`config.mk`:
```
export PLATFORM = sky130hd
export DESIGN_NAME = conv_mac_datapath_flat
export DESIGN_NICKNAME = d
export VERILOG_FILES = /design/src/rtl/conv_mac_datapath_pkg.sv /design/src/rtl/conv_mac_datapath_if.sv /design/src/rtl/conv_adder_level.sv /design/src/rtl/conv_mac_datapath.sv /design/src/flat_wrapper.sv
export SDC_FILE = /design/constraint.sdc
export NUM_CORES = 2
export LEC_CHECK = 0
export ABC_AREA = 0
export BUFFER_PORTS_ARGS = -buffer_cell sky130_fd_sc_hd__buf_2
export CORE_MARGIN = 5
export CORE_UTILIZATION = 65
export CTS_BUF_LIST = sky130_fd_sc_hd__clkbuf_2 sky130_fd_sc_hd__clkbuf_4 sky130_fd_sc_hd__clkbuf_8
export DETAILED_ROUTE_END_ITERATION = 12
export PLACE_DENSITY = 0.81
export SLEW_MARGIN = 20
export SYNTH_ARGS = -nofsm -noshare
export SYNTH_HDL_FRONTEND = slang
export SYNTH_SLANG_ARGS = --single-unit
```
`constraint.sdc`:
```
create_clock -name clk -period 9.55 [get_ports clk]
set_clock_uncertainty 0.05 [all_clocks]
set_input_delay 1.4325 -clock clk [delete_from_list [all_inputs] [get_ports clk]]
set_output_delay 1.4325 -clock clk [all_outputs]
set_load 0.02 [all_outputs]
```
`src/rtl/conv_mac_datapath_pkg.sv`:
```
// Shared definitions for the convolution accelerator: widths, ctrl word layout
// and the output saturation helper. Used by both the controller and the datapath.
package conv_pkg;

  localparam int DATA_W = 8;
  localparam int COEF_W = 8;
  localparam int OUT_W  = 16;
  localparam int N_TAPS = 16;
  localparam int CTRL_W = 5;

  // The pixel is zero-extended by one bit so the product is a signed multiply.
  localparam int PROD_W = DATA_W + COEF_W + 1;
  localparam int SUM_W  = PROD_W + 4;

  localparam int CTRL_MULT = 4;
  localparam int CTRL_L1   = 3;
  localparam int CTRL_L2   = 2;
  localparam int CTRL_L3   = 1;
  localparam int CTRL_L4   = 0;

  typedef enum logic [CTRL_W-1:0] {
    PH_IDLE = 5'b00000,
    PH_MULT = 5'b10000,
    PH_L1   = 5'b01000,
    PH_L2   = 5'b00100,
    PH_L3   = 5'b00010,
    PH_L4   = 5'b00001
  } phase_e;

  typedef struct packed {
    logic             clip;
    logic [OUT_W-1:0] value;
  } sat_t;

  function automatic sat_t saturate(input logic signed [SUM_W-1:0] sum);
    logic signed [SUM_W-1:0] sum_max;
    logic signed [SUM_W-1:0] sum_min;
    sat_t s;
    sum_max = SUM_W'(2 ** (OUT_W - 1) - 1);
    sum_min = ~sum_max;
    s.clip  = 1'b0;
    s.value = sum[OUT_W-1:0];
    if (sum > sum_max) begin
      s.clip  = 1'b1;
      s.value = {1'b0, {(OUT_W-1){1'b1}}};
    end else if (sum < sum_min) begin
      s.clip  = 1'b1;
      s.value = {1'b1, {(OUT_W-1){1'b0}}};
    end
    return s;
  endfunction

endpackage

```
`src/rtl/conv_mac_datapath_if.sv`:
```
// Link between the accelerator controller (master) and the MAC datapath (slave).
interface conv_mac_datapath_if;
  import conv_pkg::*;

  // load_valid qualifies pix_in/coef_in for one cycle and has no ready: a sample
  // is taken only while ctrl is idle, otherwise it is dropped and err is raised.
  // result_valid is a one-cycle pulse; result and sat_flag hold until the next one.
  logic              load_valid;
  logic [DATA_W-1:0] pix_in;
  logic [COEF_W-1:0] coef_in;
  logic [CTRL_W-1:0] ctrl;
  logic [OUT_W-1:0]  result;
  logic              result_valid;
  logic              sat_flag;
  logic              taps_full;
  logic              err;

  modport master (
    output load_valid, pix_in, coef_in, ctrl,
    input  result, result_valid, sat_flag, taps_full, err
  );

  modport slave (
    input  load_valid, pix_in, coef_in, ctrl,
    output result, result_valid, sat_flag, taps_full, err
  );
endinterface

```
`src/rtl/conv_adder_level.sv`:
```
// One registered level of the reduction tree: N_IN signed words of IN_W bits
// are summed pairwise into N_IN/2 words of IN_W+1 bits when enabled.
module conv_adder_level #(
  parameter int IN_W = 17,
  parameter int N_IN = 16
) (
  input  logic                          clk,
  input  logic                          reset,
  input  logic                          en,
  input  logic [N_IN*IN_W-1:0]          din,
  output logic [(N_IN/2)*(IN_W+1)-1:0]  dout
);
  localparam int SW    = IN_W + 1;
  localparam int N_OUT = N_IN / 2;

  logic [N_OUT*SW-1:0] sum_c;

  always_comb begin
    sum_c = '0;
    for (int j = 0; j < N_OUT; j++) begin
      sum_c[j*SW +: SW] = SW'($signed(din[(2*j)*IN_W +: IN_W]))
                        + SW'($signed(din[(2*j+1)*IN_W +: IN_W]));
    end
  end

  always_ff @(posedge clk) begin
    if (!reset) dout <= '0;
    else if (en) dout <= sum_c;
  end
endmodule

```
`src/rtl/conv_mac_datapath.sv`:
```
// 16-tap convolution MAC: serial tap load, registered products, 4-level
// registered adder tree, saturated result with a one-cycle valid pulse.
module conv_mac_datapath
  import conv_pkg::*;
(
  input logic                clk,
  input logic                reset,
  conv_mac_datapath_if.slave bus
);
  logic [DATA_W-1:0]        pix_tap  [N_TAPS];
  logic [COEF_W-1:0]        coef_tap [N_TAPS];
  logic [N_TAPS*PROD_W-1:0] prod_c;
  logic [N_TAPS*PROD_W-1:0] prod;
  logic [8*(PROD_W+1)-1:0]  lvl1;
  logic [4*(PROD_W+2)-1:0]  lvl2;
  logic [2*(PROD_W+3)-1:0]  lvl3;
  logic [SUM_W-1:0]         lvl4;
  logic [4:0]               load_count;
  logic                     l4_d;
  logic [OUT_W-1:0]         result_q;
  logic                     result_valid_q;
  logic                     sat_flag_q;
  logic                     err_q;
  logic                     full;
  sat_t                     sat;

  // A multi-hot ctrl word matches none of the exact phase encodings below,
  // so it blocks every tap, product and level update on its own.
  wire legal    = $onehot0(bus.ctrl);
  wire idle     = (bus.ctrl == PH_IDLE);
  wire load_acc = bus.load_valid && idle;
  wire mult_en  = (bus.ctrl == PH_MULT);
  wire capture  = l4_d && !bus.ctrl[CTRL_L4];

  assign full = (load_count == 5'(N_TAPS));
  assign sat  = saturate(lvl4);

  always_ff @(posedge clk) begin
    if (!reset) begin
      for (int i = 0; i < N_TAPS; i++) begin
        pix_tap[i]  <= '0;
        coef_tap[i] <= '0;
      end
    end else if (load_acc) begin
      pix_tap[0]  <= bus.pix_in;
      coef_tap[0] <= bus.coef_in;
      for (int i = 1; i < N_TAPS; i++) begin
        pix_tap[i]  <= pix_tap[i-1];
        coef_tap[i] <= coef_tap[i-1];
      end
    end
  end

  always_comb begin
    prod_c = '0;
    for (int i = 0; i < N_TAPS; i++) begin
      prod_c[i*PROD_W +: PROD_W] = PROD_W'($signed({1'b0, pix_tap[i]}))
                                 * PROD_W'($signed(coef_tap[i]));
    end
  end

  always_ff @(posedge clk) begin
    if (!reset) prod <= '0;
    else if (mult_en) prod <= prod_c;
  end

  conv_adder_level #(.IN_W(PROD_W),   .N_IN(16)) u_l1 (
    .clk(clk), .reset(reset), .en(bus.ctrl == PH_L1), .din(prod), .dout(lvl1));
  conv_adder_level #(.IN_W(PROD_W+1), .N_IN(8))  u_l2 (
    .clk(clk), .reset(reset), .en(bus.ctrl == PH_L2), .din(lvl1), .dout(lvl2));
  conv_adder_level #(.IN_W(PROD_W+2), .N_IN(4))  u_l3 (
    .clk(clk), .reset(reset), .en(bus.ctrl == PH_L3), .din(lvl2), .dout(lvl3));
  conv_adder_level #(.IN_W(PROD_W+3), .N_IN(2))  u_l4 (
    .clk(clk), .reset(reset), .en(bus.ctrl == PH_L4), .din(lvl3), .dout(lvl4));

  always_ff @(posedge clk) begin
    if (!reset) begin
      result_q       <= '0;
      result_valid_q <= 1'b0;
      sat_flag_q     <= 1'b0;
      err_q          <= 1'b0;
      load_count     <= '0;
      l4_d           <= 1'b0;
    end else begin
      l4_d           <= bus.ctrl[CTRL_L4];
      result_valid_q <= capture;
      if (capture) begin
        result_q   <= sat.value;
        sat_flag_q <= sat.clip;
      end
      if (!legal || (bus.load_valid && !idle) || (mult_en && !full)) err_q <= 1'b1;
      // The window clear wins; a load in the same cycle starts the next window.
      if (capture) load_count <= load_acc ? 5'd1 : 5'd0;
      else if (load_acc && !full) load_count <= load_count + 5'd1;
    end
  end

  assign bus.result       = result_q;
  assign bus.result_valid = result_valid_q;
  assign bus.sat_flag     = sat_flag_q;
  assign bus.taps_full    = full;
  assign bus.err          = err_q;
endmodule

```
`src/flat_wrapper.sv`:
```
// flat-port wrapper written by rule: the top's interface ports become plain ports
module conv_mac_datapath_flat import conv_pkg::*;
  (clk, reset, bus_load_valid, bus_pix_in, bus_coef_in, bus_ctrl, bus_result, bus_result_valid, bus_sat_flag, bus_taps_full, bus_err);
  conv_mac_datapath_if bus_i ();
  input logic clk;
  input logic reset;
  input wire logic [$bits(bus_i.load_valid)-1:0] bus_load_valid;
  input wire logic [$bits(bus_i.pix_in)-1:0] bus_pix_in;
  input wire logic [$bits(bus_i.coef_in)-1:0] bus_coef_in;
  input wire logic [$bits(bus_i.ctrl)-1:0] bus_ctrl;
  output wire logic [$bits(bus_i.result)-1:0] bus_result;
  output wire logic [$bits(bus_i.result_valid)-1:0] bus_result_valid;
  output wire logic [$bits(bus_i.sat_flag)-1:0] bus_sat_flag;
  output wire logic [$bits(bus_i.taps_full)-1:0] bus_taps_full;
  output wire logic [$bits(bus_i.err)-1:0] bus_err;
  assign bus_i.load_valid = bus_load_valid;
  assign bus_i.pix_in = bus_pix_in;
  assign bus_i.coef_in = bus_coef_in;
  assign bus_i.ctrl = bus_ctrl;
  assign bus_result = bus_i.result;
  assign bus_result_valid = bus_i.result_valid;
  assign bus_sat_flag = bus_i.sat_flag;
  assign bus_taps_full = bus_i.taps_full;
  assign bus_err = bus_i.err;
  conv_mac_datapath u_core (.clk(clk), .reset(reset), .bus(bus_i));
endmodule
```
# Word level (Yosys, flattened, before mapping)
# Memories as Yosys holds them, arrays and structs flattened.
# Cells that the tools add are included.
# op_classes
reduce_logical,13
multipliers,16
mux,41
n_addsub,20
n_eq_ne,6
n_lt_le_gt_ge,3
n_bitwise,32
# op_table
cell,count
$mul A9 B8 Y17,16
$mux W8,32
$add A17 B17 Y18,8
$add A18 B18 Y19,4
$add A19 B19 Y20,2
$mux W17,2
$or A1 B1 Y1,32
$add A20 B20 Y21,1
$gt A21 B16 Y1 const B,1
$lt A21 B16 Y1 const B,1
$eq A5 B5 Y1 const B,2
$mux W5,2
$add A5 B1 Y5 const B,1
$eq A5 B1 Y1 const B,1
$eq A5 B2 Y1 const B,1
$eq A5 B3 Y1 const B,1
$eq A5 B4 Y1 const B,1
$logic_and A1 B1 Y1,5
$logic_not A5 Y1,1
$mux W1,5
$add A1 B1 Y2,2
$logic_not A1 Y1,4
$add A3 B1 Y3,1
$add A3 B3 Y3,1
3 further kinds,4
# totals
word_cells,144
ramBits,256
inputBits,24
out_inout_bits,20
regBits,578
mem_count,2
# memory_table
name,depth,width,read_ports,rd_clocked_by_memory_dff,wr,line_no,text
u_core.coef_tap,16,8,16,0,16,conv_mac_datapath.sv:11,logic [COEF_W-1:0] coef_tap [N_TAPS];
u_core.pix_tap,16,8,16,0,16,conv_mac_datapath.sv:10,logic [DATA_W-1:0] pix_tap [N_TAPS];

# Longest topological paths before layout
# logic_depth
depth_word,7
mapped_depth,21
depth_no_buf,20

# Modules after synthesis
# From an unflattened synthesis, not the netlist that was laid out.
# unflattened
cells_unflattened,8391
hier_area_um2,75895.3
# by_module_without_submodules
module,cells_each,seq_area_each_um2,area_each_um2,n_inst
conv_mac_datapath,5760,13633.1,54234.5,1
conv_adder_level (u_core.u_l1),1321,2882.8,10890.4,1
conv_adder_level (u_core.u_l2),706,1521.5,5830.6,1
conv_adder_level (u_core.u_l3),379,800.8,3120.5,1
conv_adder_level (u_core.u_l4),225,420.4,1819.2,1

# Least setup slack after synthesis
# No wires, ideal clock.
# synth_path
path_kind,in2reg
start,input port bus_ctrl[0]
end,memory u_core.coef_tap[0][0] (enable)
slack_ps,1301
required_time_ps,7541
n_path_buf,0
cell_stages,6
arrival_ps,6240
setup_ps,1959
cell_sequence,inv_1 ha_1 nand2_1 nor2_1 nand2_1 nand2_1
# synth_rtl
element,line_no,text
"start, declared",flat_wrapper.sv:10,input wire logic [$bits(bus_i.ctrl)-1:0] bus_ctrl;
"end, declared",conv_mac_datapath.sv:11,

==> impl_metrics.json <==
{
  "clockRootBuffer": "clkbuf_8",
  "drt-pass1-iter-count": 6,
  "irDropWorstVdd_uv": 122.1,
  "antenna_found_initial": 2,
  "clkPwrFrac_pct": 35.6,
  "path_clk_slew_ns": 0.06,
  "finalSetupViolations": 0,
  "worst_setup_path_end_kind": "register",
  "layoutNonFillerInstCount": 10060,
  "ctsHtreeMaxLevel": 4,
  "crit_required_ns": 10.28,
  "drive_gt1_share_pct": 4.517,
  "holdWs_ns": 0.4040,
  "synth_edf_count": 256,
  "fmax_mhz": 199.4,
  "die_h_um": 350.4,
  "ys_types": 86,
  "p_int_mw": 6.940,
  "clock_latency_ns": 0.88,
  "drt_wl_total_um": 177600,
  "yosysTopAreaCell": "fa_1",
  "dpl.hpwl_um": 132100,
  "yosysSeqAreaShare_pct": 25.58,
  "final_antenna_net_count": 0,
  "fin_util_pct": 69.76,
  "rows": 124,
  "grt_pass1_wl_um": 295600,
  "syn_inst": 8451,
  "p_leak_nw": 37.71,
  "num_vias": 58827,
  "cts_tree": "yes",
  "ys_ff_latch": 834,
  "syn_avg_cell_area_sq_um": 8.910,
  "fin_setup_tns_ns": 0,
  "rsz0062_at_grt": "no",
  "cts_resized": 0,
  "fillers": 8867,
  "min_period_ns": 5.014,
  "grt_max_degree": 189,
  "drv_slew": 0,
  "fin_crit_sh_pct": 52.51,
  "powerDensity_nw_per_um2": 128.7,
  "die_area_sq_um": 122800,
  "grt.overflow.total": 0,
  "syn_area_sq_um": 75300,
  "status": "completed",
  "routabilityCongestion": 0.9087,
  "vias_per_cell": 5.848,
  "critPathKind": "reg2reg",
  "ios": 44,
  "cap_viol_max_count": 0,
  "synthTopCellsByCount": "nand2_1, inv_1, ha_1",
  "dp_cells": 9787,
  "cts_setup_buffers": 0,
  "hp-class": "reg2reg",
  "tightest_slew_ns": 1.291,
  "comb_power_share_pct": 26.5,
  "synth_warnings": 0,
  "wl_per_cell_um": 17.66,
  "port_buffers": 43,
  "synth_top_area_share_pct": 16.19,
  "synth_nets": 10048,
  "worst-path-max-fanout": 7,
  "switchingPower_mw": 3.356,
  "grt_pass1_vias": 59228,
  "grt_usage_pct": 29.10,
  "critPathLaunchType": "register",
  "power.share.switching_pct": 32.60,
  "clockBufferDepth": 3,
  "drc": 0,
  "cp.arrival_ns": 5.74,
  "die_w_um": 350.4,
  "hold_viol": 0,
  "slew_headroom_pct": 13.90,
  "nets": 10021,
  "synth.most_common_cell": "nand2_1",
  "area.growth.synth_to_final_pct": 6.224,
  "drtIter0Drc": 4382,
  "holdBufCountCts": 0,
  "yosys_most_used_dff": "dfxtp_1",
  "coreArea_sq_um": 114700,
  "ys_top_cells_by_area": "fa_1, ha_1, dfxtp_1",
  "pwr-share-seq_pct": 37.9,
  "cts_buffers": 147,
  "start_util_pct": 65.68,
  "synthArstFlopShare_pct": 0,
  "clock_sinks": 834
}
## final timing paths
kind | startpoint | endpoint | depth (start not counted) | slack (ns)
worst max-delay path | u_core.coef_tap[3][7] | u_core.prod[66] | 17 | 4.54
worst min register to register | u_core.u_l1.dout[132] | u_core.u_l1.dout[132] | 2 | 0.40
worst max register to register | u_core.coef_tap[3][7] | u_core.prod[66] | 17 | 4.54
worst min-delay path | u_core.u_l1.dout[132] | u_core.u_l1.dout[132] | 2 | 0.40
## logic make-up (layout without fill, tap and decap cells)
family	after synthesis	in the layout	share of synthesized area, %
other cells	0	2	0
compound gates	1552	1552	12.74
buf+inv	1246	1341	6.248
mux	32	32	0.4254
flops	834	834	25.58
xor+xnor	326	326	3.792
fa+ha+maj	1573	1573	32.21
simple gates	2888	2888	19.02
## placed cells by master, fill, tap and decap left out, types with 13 or more instances in the layout
master    netlist  final
and2_1        764    762
a21oi_1       612    612
nand3b_1       13     13
clkinv_2        0     28
o211ai_1       30     30
nand4_1        23     23
nand4b_1       16     16
nor2b_1        66     66
nor3_1         83     83
a31oi_1        48     48
or3_1          14     14
buf_2           0     42
nand2_1      1033   1030
o21ai_0       305    305
or2_2          19     19
nand3_1       100     99
nand2b_1      104    104
xnor2_1       243    243
nor2_1        429    428
mux2i_1        32     32
fa_1          609    609
buf_4           0     21
o21bai_1       41     41
dfxtp_1       578    578
o31a_1         28     28
xor2_1         83     83
o31ai_1        22     22
clkbuf_8        2    177
ha_1          964    964
nor4b_1        20     20
inv_1        1000    999
edfxtp_1      256    256
o21a_1         58     58
a21o_1        144    144
a211oi_1      121    121
and3_1        182    181
clkbuf_4        0     32
a21boi_0       15     15
## worst max-delay path: stages, from the launching register on
cell and delay (ns):
edfxtp_1 0.46, inv_1 0.26, fa_1 0.46, fa_1 0.51
inv_1 0.06, fa_1 0.54, inv_1 0.05, fa_1 0.47
inv_1 0.04, ha_1 0.31, nor2_1 0.12, nor2_1 0.06
a2111oi_0 0.65, nor2_1 0.15, a221oi_1 0.35, xnor2_1 0.16
nand2_1 0.07, a21oi_1 0.17
## layer usage
metal	GRT usage, %	wire (um)	vias up
met2	47.81	82220	1688
li1	-	-	28183
met3	4.191	11200	360
met1	40.38	79440	28594
met5	0	13	-
met4	8.724	4751	2
## sequential cells by signal, summed over array words and instances, names as in the netlist
register                 flops
u_core.coef_tap            128
u_core.load_count            5
u_core.u_l3.dout            40
u_core.bus.sat_flag          1
u_core.l4_d                  1
u_core.u_l4.dout            21
u_core.prod                272
u_core.u_l2.dout            76
u_core.pix_tap             128
u_core.bus.result_valid      1
u_core.u_l1.dout           144
u_core.bus.err               1
u_core.bus.result           16
## layout make-up
type	instances	area [sq um]	share of cell area (%)
inverter	1003	3772	4.716
clock buffer	209	2676	3.346
sequential	834	19260	24.08
clock inverter	62	550.5	0.6883
tap	1512	1892	2.365
timing repair buffer	67	442.9	0.5537
multi-input combinational	6371	51390	64.25
antenna	2	5.005	0.006257
## stage by stage
step | worst slack [ns] | total power, mW | cell area, sq um
finish | 4.536 | 10.30 | 79990
detailed placement | 4.522 | 6.673 | 76750
floorplan | 1.301 | 6.005 | 75300
CTS | 4.512 | 10.36 | 79980
global route | 4.157 | 10.92 | 79990
global placement | 4.657 | 6.583 | 76750
## power by group through the flow
stage | clock network (mW) | logic [mW] | registers [mW]
after global placement | 0 | 2.61 | 3.97
final | 3.66 | 2.73 | 3.91
after global routing | 3.89 | 3.12 | 3.92
after floorplan | 0 | 2.10 | 3.91
after CTS | 3.73 | 2.74 | 3.90
after detailed placement | 0 | 2.70 | 3.98
Power figures use the tool's default switching activity.
